**src/rtl/prio_pkg.sv**
```systemverilog
// Shared types and default sizes for the priority result selector.
package prio_pkg;

  typedef enum logic [1:0] {
    VACIO   = 2'd0,
    RETENER = 2'd1,
    MOSTRAR = 2'd2
  } state_t;

  localparam int N_CH_DEF     = 3;
  localparam int W_IN_DEF     = 16;
  localparam int HOLD_CYC_DEF = 4;

endpackage

```
**src/rtl/prio_captura.sv**
```systemverilog
// One channel of the selector: listo rise detect, valid flag and value capture.
// With PRIO_SIGN_EN defined the channel sign is captured alongside the value.
module prio_captura #(
  parameter int W_IN = 16
) (
  input  logic            clk,
  input  logic            rst,
  input  logic            clr,
  input  logic            listo,
  input  logic [W_IN-1:0] num,
`ifdef PRIO_SIGN_EN
  input  logic            sig,
  output logic            cap_sig,
`endif
  output logic            flag,
  output logic [W_IN-1:0] cap
);

  logic prev;
  logic rise;

  assign rise = listo & ~prev;

  // prev tracks listo even during clr so a level held across clr never retriggers.
  always_ff @(posedge clk or negedge rst) begin
    if (!rst) begin
      prev    <= 1'b0;
      flag    <= 1'b0;
      cap     <= '0;
`ifdef PRIO_SIGN_EN
      cap_sig <= 1'b0;
`endif
    end else begin
      prev <= listo;
      if (clr) begin
        flag    <= 1'b0;
        cap     <= '0;
`ifdef PRIO_SIGN_EN
        cap_sig <= 1'b0;
`endif
      end else if (rise) begin
        flag    <= 1'b1;
        cap     <= num;
`ifdef PRIO_SIGN_EN
        cap_sig <= sig;
`endif
      end
    end
  end

endmodule

```
**src/rtl/prio_sel_n.sv**
```systemverilog
// N-channel priority result selector with minimum display hold.
// Optional sign path is enabled by defining PRIO_SIGN_EN.
module prio_sel_n
  import prio_pkg::*;
#(
  parameter int N_CH     = N_CH_DEF,
  parameter int W_IN     = W_IN_DEF,
  parameter int HOLD_CYC = HOLD_CYC_DEF,
  localparam int CHW     = (N_CH > 1) ? $clog2(N_CH) : 1
) (
  input  logic                 clk,
  input  logic                 rst,
  input  logic [N_CH*W_IN-1:0] num_in,
  input  logic [N_CH-1:0]      listo_in,
  input  logic                 clr,
  output logic [W_IN-1:0]      numero_output,
  output logic [CHW-1:0]       canal_output,
  output logic                 valido,
  output logic                 cambio,
  output state_t               estado
`ifdef PRIO_SIGN_EN
  ,
  input  logic [N_CH-1:0]      sig_in,
  output logic                 signo_output
`endif
);

  localparam int CW = (HOLD_CYC > 1) ? $clog2(HOLD_CYC) : 1;
  localparam logic [CW-1:0] CNT_INIT = (HOLD_CYC > 0) ? CW'(HOLD_CYC - 1) : '0;

  logic [N_CH-1:0] flag;
  logic [W_IN-1:0] cap [N_CH];
  logic [CHW-1:0]  win_idx;
  logic [W_IN-1:0] win_val;
  logic            any_flag;
  logic            sign_diff;
  logic            changed;
  logic            load_now;
  logic [CW-1:0]   cnt;
  state_t          state;

`ifdef PRIO_SIGN_EN
  logic [N_CH-1:0] cap_sig;
  logic            win_sig;
`endif

  for (genvar g = 0; g < N_CH; g++) begin : g_ch
    prio_captura #(.W_IN(W_IN)) u_cap (
      .clk    (clk),
      .rst    (rst),
      .clr    (clr),
      .listo  (listo_in[g]),
      .num    (num_in[g*W_IN +: W_IN]),
`ifdef PRIO_SIGN_EN
      .sig    (sig_in[g]),
      .cap_sig(cap_sig[g]),
`endif
      .flag   (flag[g]),
      .cap    (cap[g])
    );
  end

  // Ascending scan: the last flagged channel seen is the highest priority.
  always_comb begin
    win_idx  = '0;
    win_val  = '0;
    any_flag = 1'b0;
    for (int i = 0; i < N_CH; i++) begin
      if (flag[i]) begin
        win_idx  = CHW'(i);
        win_val  = cap[i];
        any_flag = 1'b1;
      end
    end
  end

`ifdef PRIO_SIGN_EN
  always_comb begin
    win_sig = 1'b0;
    for (int i = 0; i < N_CH; i++) begin
      if (flag[i]) win_sig = cap_sig[i];
    end
  end
  assign sign_diff = (win_sig != signo_output);
`else
  assign sign_diff = 1'b0;
`endif

  assign changed  = (win_idx != canal_output) || (win_val != numero_output) || sign_diff;

  // The last hold cycle doubles as the first MOSTRAR compare so the hold is exactly HOLD_CYC edges.
  assign load_now = !clr && any_flag &&
                    ((state == VACIO) ||
                     (state == RETENER && cnt == '0 && changed) ||
                     (state == MOSTRAR && changed));

  always_ff @(posedge clk or negedge rst) begin
    if (!rst) begin
      state         <= VACIO;
      cnt           <= '0;
      numero_output <= '0;
      canal_output  <= '0;
      valido        <= 1'b0;
      cambio        <= 1'b0;
`ifdef PRIO_SIGN_EN
      signo_output  <= 1'b0;
`endif
    end else begin
      cambio <= 1'b0;
      if (clr) begin
        state         <= VACIO;
        cnt           <= '0;
        numero_output <= '0;
        canal_output  <= '0;
        valido        <= 1'b0;
`ifdef PRIO_SIGN_EN
        signo_output  <= 1'b0;
`endif
      end else if (load_now) begin
        numero_output <= win_val;
        canal_output  <= win_idx;
        valido        <= 1'b1;
        cambio        <= 1'b1;
`ifdef PRIO_SIGN_EN
        signo_output  <= win_sig;
`endif
        if (HOLD_CYC > 0) begin
          state <= RETENER;
          cnt   <= CNT_INIT;
        end else begin
          state <= MOSTRAR;
        end
      end else if (state == RETENER) begin
        if (cnt == '0) state <= MOSTRAR;
        else           cnt   <= cnt - CW'(1);
      end
    end
  end

  assign estado = state;

endmodule

```
**config.mk**
```make
export PLATFORM = sky130hd
export DESIGN_NAME = prio_sel_n
export DESIGN_NICKNAME = d
export VERILOG_FILES = /design/src/rtl/prio_pkg.sv /design/src/rtl/prio_captura.sv /design/src/rtl/prio_sel_n.sv
export SDC_FILE = /design/constraint.sdc
export NUM_CORES = 1
export LEC_CHECK = 0
export BUFFER_PORTS_ARGS = -buffer_cell sky130_fd_sc_hd__buf_2
export CORE_MARGIN = 2
export CORE_UTILIZATION = 51
export DETAILED_ROUTE_END_ITERATION = 10
export GPL_TIMING_DRIVEN = 0
export PLACE_DENSITY = 0.84
export SYNTH_ARGS = -nofsm -noshare
export SYNTH_HDL_FRONTEND = slang
export SYNTH_SLANG_ARGS = --single-unit
```
**constraint.sdc**
```tcl
create_clock -name clk -period 2.09 [get_ports clk]
set_clock_uncertainty 0.05 [all_clocks]
set_input_delay 0.418 -clock clk [delete_from_list [all_inputs] [get_ports clk]]
set_output_delay 0.418 -clock clk [all_outputs]
set_load 0.03 [all_outputs]
```
### After elaboration in Yosys (flattened, before gate mapping)

Index checks and enable logic that the tools add are counted.

* equality and inequality tests: 5
* reductions and logical operators: 19
* multiplexer cells: 36
* bitwise gates (word level): 6
* $add $sub $neg: 1

Operators with widths (number)
* $mux W16: 11
* $mux W2: 11
* $ne A16 B16 Y1: 1
* $mux W1: 14
* $reduce_bool A2 Y1: 4
* $reduce_bool A3 Y1: 2
* $logic_and A1 B1 Y1: 5
* $logic_not A2 Y1: 2
* $reduce_and A2 Y1: 2
* $and A1 B1 Y1: 3
* $logic_or A1 B1 Y1: 3
* $ne A3 B3 Y1 const B: 1
* $not A1 Y1: 3
* $eq A2 B1 Y1 const B: 1
* $eq A2 B2 Y1 const B: 1
* $ne A2 B2 Y1: 1
* $sub A2 B1 Y2 const B: 1
* $logic_not A1 Y1: 1

* bits of input ports: 54
* logic and storage cells: 82
* register bits: 78
* output and inout port bits: 22

### Depth between registers and ports, before layout

* depth after elaboration: 11
* mapped depth: 10

### By module

From an unflattened synthesis, not the netlist that was laid out.

* cell total of the unflattened synthesis: 546
* area total of the unflattened synthesis: 5191.2 um2

Modules (own cells, without submodules)
* prio_captura: cells each 74, area an instance 913.4 um2, times used 3
* prio_sel_n: cells each 324, area an instance 2451.1 um2, times used 1

### Worst setup path before layout

No wires, ideal clock.

* path type: reg-to-reg
* from: register numero_output[4]
* to: register numero_output[0]
* slack: -0.333 ns
* setup time: 0.125 ns
* path buffers: 1
* stages on the path, launching flop included: 9
* data arrival time: 2.248 ns
* data required time: 1.915 ns
* cell sequence: dfrtp_1 > inv_1 > a22o_1 > o31a_1 > nor4_2 > nand4_2 > nand3_4 > buf_12 > mux2_4

* longest elaborated chain between the ends: 7

RTL lines
* start: declaration: line prio_sel_n.sv:16 `output logic [W_IN-1:0] numero_output,`
* start signal: assignment: line prio_sel_n.sv:120 `numero_output <= win_val;`
* $ne A16 B16 Y1 *: line prio_sel_n.sv:89 `assign changed = (win_idx != canal_output) || (win_val != numero_output) || sign_diff;`
* $logic_or A1 B1 Y1 *: line prio_sel_n.sv:89
* $logic_and A1 B1 Y1: line prio_sel_n.sv:94 `(state == RETENER && cnt == '0 && changed) ||`
* $logic_or A1 B1 Y1: line prio_sel_n.sv:93 `((state == VACIO) ||`
* $logic_or A1 B1 Y1 *: line prio_sel_n.sv:94
* $logic_and A1 B1 Y1 *: line prio_sel_n.sv:92 `assign load_now = !clr && any_flag &&`
* $reduce_bool A2 Y1 (no source line) *

Every way passes the cells marked *; elsewhere a longest branch is shown, timed or not.
A chain may end at the register's enable or synchronous reset.

### Final worst setup path

* from: register g_ch[0].u_cap.flag
* to: register numero_output[5]

* longest elaborated chain between the ends: 10

RTL lines
* start: declaration: line prio_captura.sv:15 `output logic flag,`
* start signal: assignment: line prio_captura.sv:28 `flag <= 1'b0;`
* start signal: assignment: line prio_captura.sv:36 `flag <= 1'b0;`
* start signal: assignment: line prio_captura.sv:42 `flag <= 1'b1;`
* $mux W16 (3 in a row): line prio_sel_n.sv:69 `if (flag[i]) begin`
* $ne A16 B16 Y1: line prio_sel_n.sv:89
* $logic_or A1 B1 Y1: line prio_sel_n.sv:89
* $logic_and A1 B1 Y1: line prio_sel_n.sv:94
* $logic_or A1 B1 Y1: line prio_sel_n.sv:93
* $logic_or A1 B1 Y1: line prio_sel_n.sv:94
* $logic_and A1 B1 Y1: line prio_sel_n.sv:92
* $reduce_bool A2 Y1 (no source line)

Parallel ways exist; a longest one is shown, timed or not. The select of a mux whose other input is x is not followed.

==> qor.tcl <==
set qor(sequential_element_share_of_the_synthesized_area) 0.445
set qor(synth.cell_area_um2) 4390
set qor(synth_cells) 504
set qor(ys_dominant_reg_cell) {dfrtp_1}
set qor(worst_slew_pin_slew_ns) 0.696
set qor(ir_drop_mv) 0.401
set qor(place_congestion) 0.924
set qor(cts_sinks) 78
set qor(setup_viol) 24
set qor(period_minus_slack_ns) 2.51
set qor(critical-path-top-cell-by-count) {buf_12}
set qor(hold_violations) 0
set qor(worst_ep_required_time_ns) 2.28
set qor(worstSetupStartpoint) {g_ch[0].u_cap.flag$_DFFE_PN0P_}
set qor(cellLeakagePower_nw) 2.46
set qor(clock_tree_from_tritoncts) {built}
set qor(power_density_nw_per_um2) 712
set qor(hp-class) {in2reg}
set qor(worstSetupEndpointType) {flop}
set qor(maxCapViolCount) 0
set qor(fmaxAchievable_mhz) 399
set qor(slowest_delay_ns) 0.45
set qor(width_of_the_chip_um) 96.8
set qor(worst_slew_margin_rel) 0.536
set qor(critical_path.slowest_cell) {dfrtp_2}
set qor(async_flop_share) 1.00
set qor(grt_util_all_layers) 0.304
set qor(min_period_over_period) 1.20
set qor(count_of_different_cell_masters_after_synthesis) 65
set qor(area_delta_synth_final_pct) 23.2
set qor(slew_viol_final) 0
set qor(finalSetupTns_ns) -6.27
set qor(type_of_the_setup_path_with_the_least_slack) {reg2reg}
set qor(reg2reg_from) {g_ch[0].u_cap.flag$_DFFE_PN0P_}
set qor(crit_path_max_fanout) 5
set qor(pin_count_of_the_biggest_net_entering_global_routing) 44
set qor(route.detailed.drc) 0
set qor(finalWorstSetupSlack_ns) -0.417
set qor(rsz0062_at_grt) {true}
set qor(final_layout_size_suffix_gt1_frac) 0.263
set qor(synthesis.area_per_instance_um2) 8.71
set qor(cts.reportedPaths.clkPinSlew_ns) 0.09
set qor(vias) 4197
set qor(nets) 663
set qor(port_buffers) 75
set qor(violations) {setup timing}
set qor(pre_cts_ws_ns) -0.592
set qor(crit_path_start_kind) {flop}
set qor(route.final.wire_length_mm) 14.1
set qor(first_global_vias) 4218
set qor(h-tree-depth) 3
set qor(initial_core_util) 0.531
set qor(drt-pass1-iter-count) 5
set qor(layout.filler_cells) 727
set qor(worstPathBufferInverterCount) 3
set qor(wire_per_inst_um) 19.6
set qor(fp-row-count) 33
set qor(number_of_synthesized_flops_with_an_enable_pin) 0
set qor(crit_chain) {buf_6, or3_4, o211ai_2, nand4_1, nor4_4, nand4_2, nand3_4, buf_12, buf_12, mux2_4}
set qor(cts.path.max_buffers) 2
set qor(clock_latency_reported_for_the_late_side_of_the_worst_skew_pair_ns) 0.37
set qor(min_from) {listo_in[1]}
set qor(synth_fp_nets) 559
set qor(clock-root-buffer) {clkbuf_8}
set qor(first_pass_grt_wire_length_mm) 22.1
set qor(post-dp-hpwl_mm) 10.4
set qor(run_status) {finished with violations}
set qor(overflow) 0
set qor(ioPinCount) 76
set qor(die_area_um2) 9360
set qor(critPathTopFamily) {simple AND/OR/NAND/NOR gates}
set qor(detail_route.iter0.violations) 255
set qor(grt_antenna_before_repair) 0
set qor(yosysWarnings) 0
set qor(yosys_register_bits) 78
set qor(core_region_area_um2) 8260
set qor(n_antenna_cell) 0
set qor(die_h_um) 96.8
set qor(worstPathArrival_ns) 2.69
set qor(tritoncts.num_buffers) 9
set qor(drt.antenna.violating_nets) 0
set qor(via_per_inst) 5.85
-- area by class of cell --
cell class	count	area, um2	area share
Multi-Input combinational cell	368	2240	0.415
Sequential cell	78	1970	0.363
Timing Repair Buffer	93	561	0.104
Buffer	36	219	0.0405
Clock buffer	11	131	0.0243
Tap cell	105	131	0.0243
Inverter	22	82.6	0.0153
Clock inverter	4	73.8	0.0137
-- final timing paths --
kind	to	slack (ns)	cells past startpoint
hold reg to reg	g_ch[2].u_cap.cap[7]$_DFFE_PN0P_	0.48	2
setup / recovery	numero_output[5]$_DFFE_PN0P_	-0.42	10
setup reg to reg	numero_output[5]$_DFFE_PN0P_	-0.42	10
min in group asynchronous	g_ch[1].u_cap.prev$_DFF_PN0_	0.49	2
max in group asynchronous	numero_output[1]$_DFFE_PN0P_	0.89	3
hold / removal	g_ch[1].u_cap.prev$_DFF_PN0_	0.13	1
-- cells in the mapped netlist, types with 2 or more instances --
| cell type | n | share of area |
|---|---|---|
| nand2_1 | 114 | 0.098 |
| dfrtp_1 | 78 | 0.44 |
| a21oi_1 | 68 | 0.078 |
| nor2_1 | 29 | 0.025 |
| clkbuf_1 | 23 | 0.020 |
| inv_1 | 21 | 0.018 |
| nor2b_1 | 17 | 0.024 |
| mux2_4 | 11 | 0.038 |
| o21ai_0 | 10 | 0.011 |
| xnor2_1 | 8 | 0.016 |
| o211ai_1 | 7 | 0.012 |
| xor2_1 | 7 | 0.014 |
| a221oi_1 | 6 | 0.012 |
| buf_2 | 6 | 0.0068 |
| mux2i_1 | 6 | 0.014 |
| nand2b_1 | 6 | 0.0086 |
| nor3_1 | 6 | 0.0068 |
| nand3b_1 | 5 | 0.0086 |
| o2bb2ai_1 | 5 | 0.010 |
| a211oi_1 | 4 | 0.0068 |
| a221o_1 | 4 | 0.0091 |
| a31oi_1 | 4 | 0.0057 |
| nand3_1 | 4 | 0.0046 |
| and3_1 | 3 | 0.0043 |
| buf_1 | 3 | 0.0026 |
| o2111ai_1 | 3 | 0.0060 |
| a2111oi_0 | 2 | 0.0040 |
| a31o_1 | 2 | 0.0040 |
| nand4_1 | 2 | 0.0029 |
| nor4_1 | 2 | 0.0029 |
| nor4_2 | 2 | 0.0057 |
| o22ai_1 | 2 | 0.0029 |
| or3_1 | 2 | 0.0029 |
-- layer usage --
metal,GRT usage,share of wire
met2,0.484,0.47
met5,0,0
met1,0.405,0.43
met3,0.0578,0.066
met4,0.134,0.035
-- cells in the final DEF (no fill, tap or decap), types with 3 or more instances in the layout --
master and count:
a211oi_1 3, a21oi_1 66, a221o_1 4, a221oi_1 6
a31oi_1 4, and3_1 3, buf_1 3, buf_12 4
buf_2 75, buf_4 16, buf_6 6, clkbuf_1 22
clkbuf_8 9, dfrtp_1 67, dfrtp_2 11, inv_1 21
mux2_4 12, mux2i_1 5, nand2_1 112, nand2b_1 6
nand3_1 4, nand3b_1 5, nor2_1 29, nor2b_1 17
nor3_1 6, o2111ai_1 3, o211ai_1 7, o21ai_0 9
o2bb2ai_1 4, xnor2_1 8, xor2_1 7
-- cells by family (layout without fill, tap and decap cells) --
kind of cell | after synthesis | after routing | synth area share
simple gates | 201 | 201 | 0.214
mux | 18 | 18 | 0.0539
xor+xnor | 15 | 15 | 0.0299
fa+ha+maj | 1 | 1 | 0.00285
compound gates | 133 | 133 | 0.194
buf+inv | 58 | 166 | 0.0602
flops | 78 | 78 | 0.445
-- power breakdown --
group / internal [W] / switching [W]
clock: 0.000667 / 0.000560
combinational: 0.000394 / 0.000529
sequential: 0.00160 / 0.000106
-- stage by stage --
step / util / hold slack (ns) / std cells / total power, W / area, um2
finish: 0.655 / 0.135 / 717 / 0.00385 / 5410
global route: 0.655 / 0.136 / 717 / 0.00400 / 5410
detailed placement: 0.599 / 0.352 / 685 / 0.00254 / 4940
floorplan: - / 0.0724 / 504 / 0.00224 / 4410
global placement: 0.596 / 0.448 / 684 / 0.00251 / 4920
CTS: 0.647 / 0.129 / 712 / 0.00384 / 5340
-- flip-flops by register name (all words and copies together) (netlist names) --
name             cells
g_ch.u_cap.cap      48
g_ch.u_cap.prev      3
cambio               1
estado               2
cnt                  2
g_ch.u_cap.flag      3
valido               1
numero_output       16
canal_output         2
-- timing repair --
item	4_1_cts	5_1_grt
hold buffers	1	0
setup endpoints to repair	28	24
cloned	1	1
pin swaps	4	2
buffers inserted	10	5
endpoints found under the hold margin	35	0
gates resized for setup	22	14
Power figures use the tool's default switching activity.
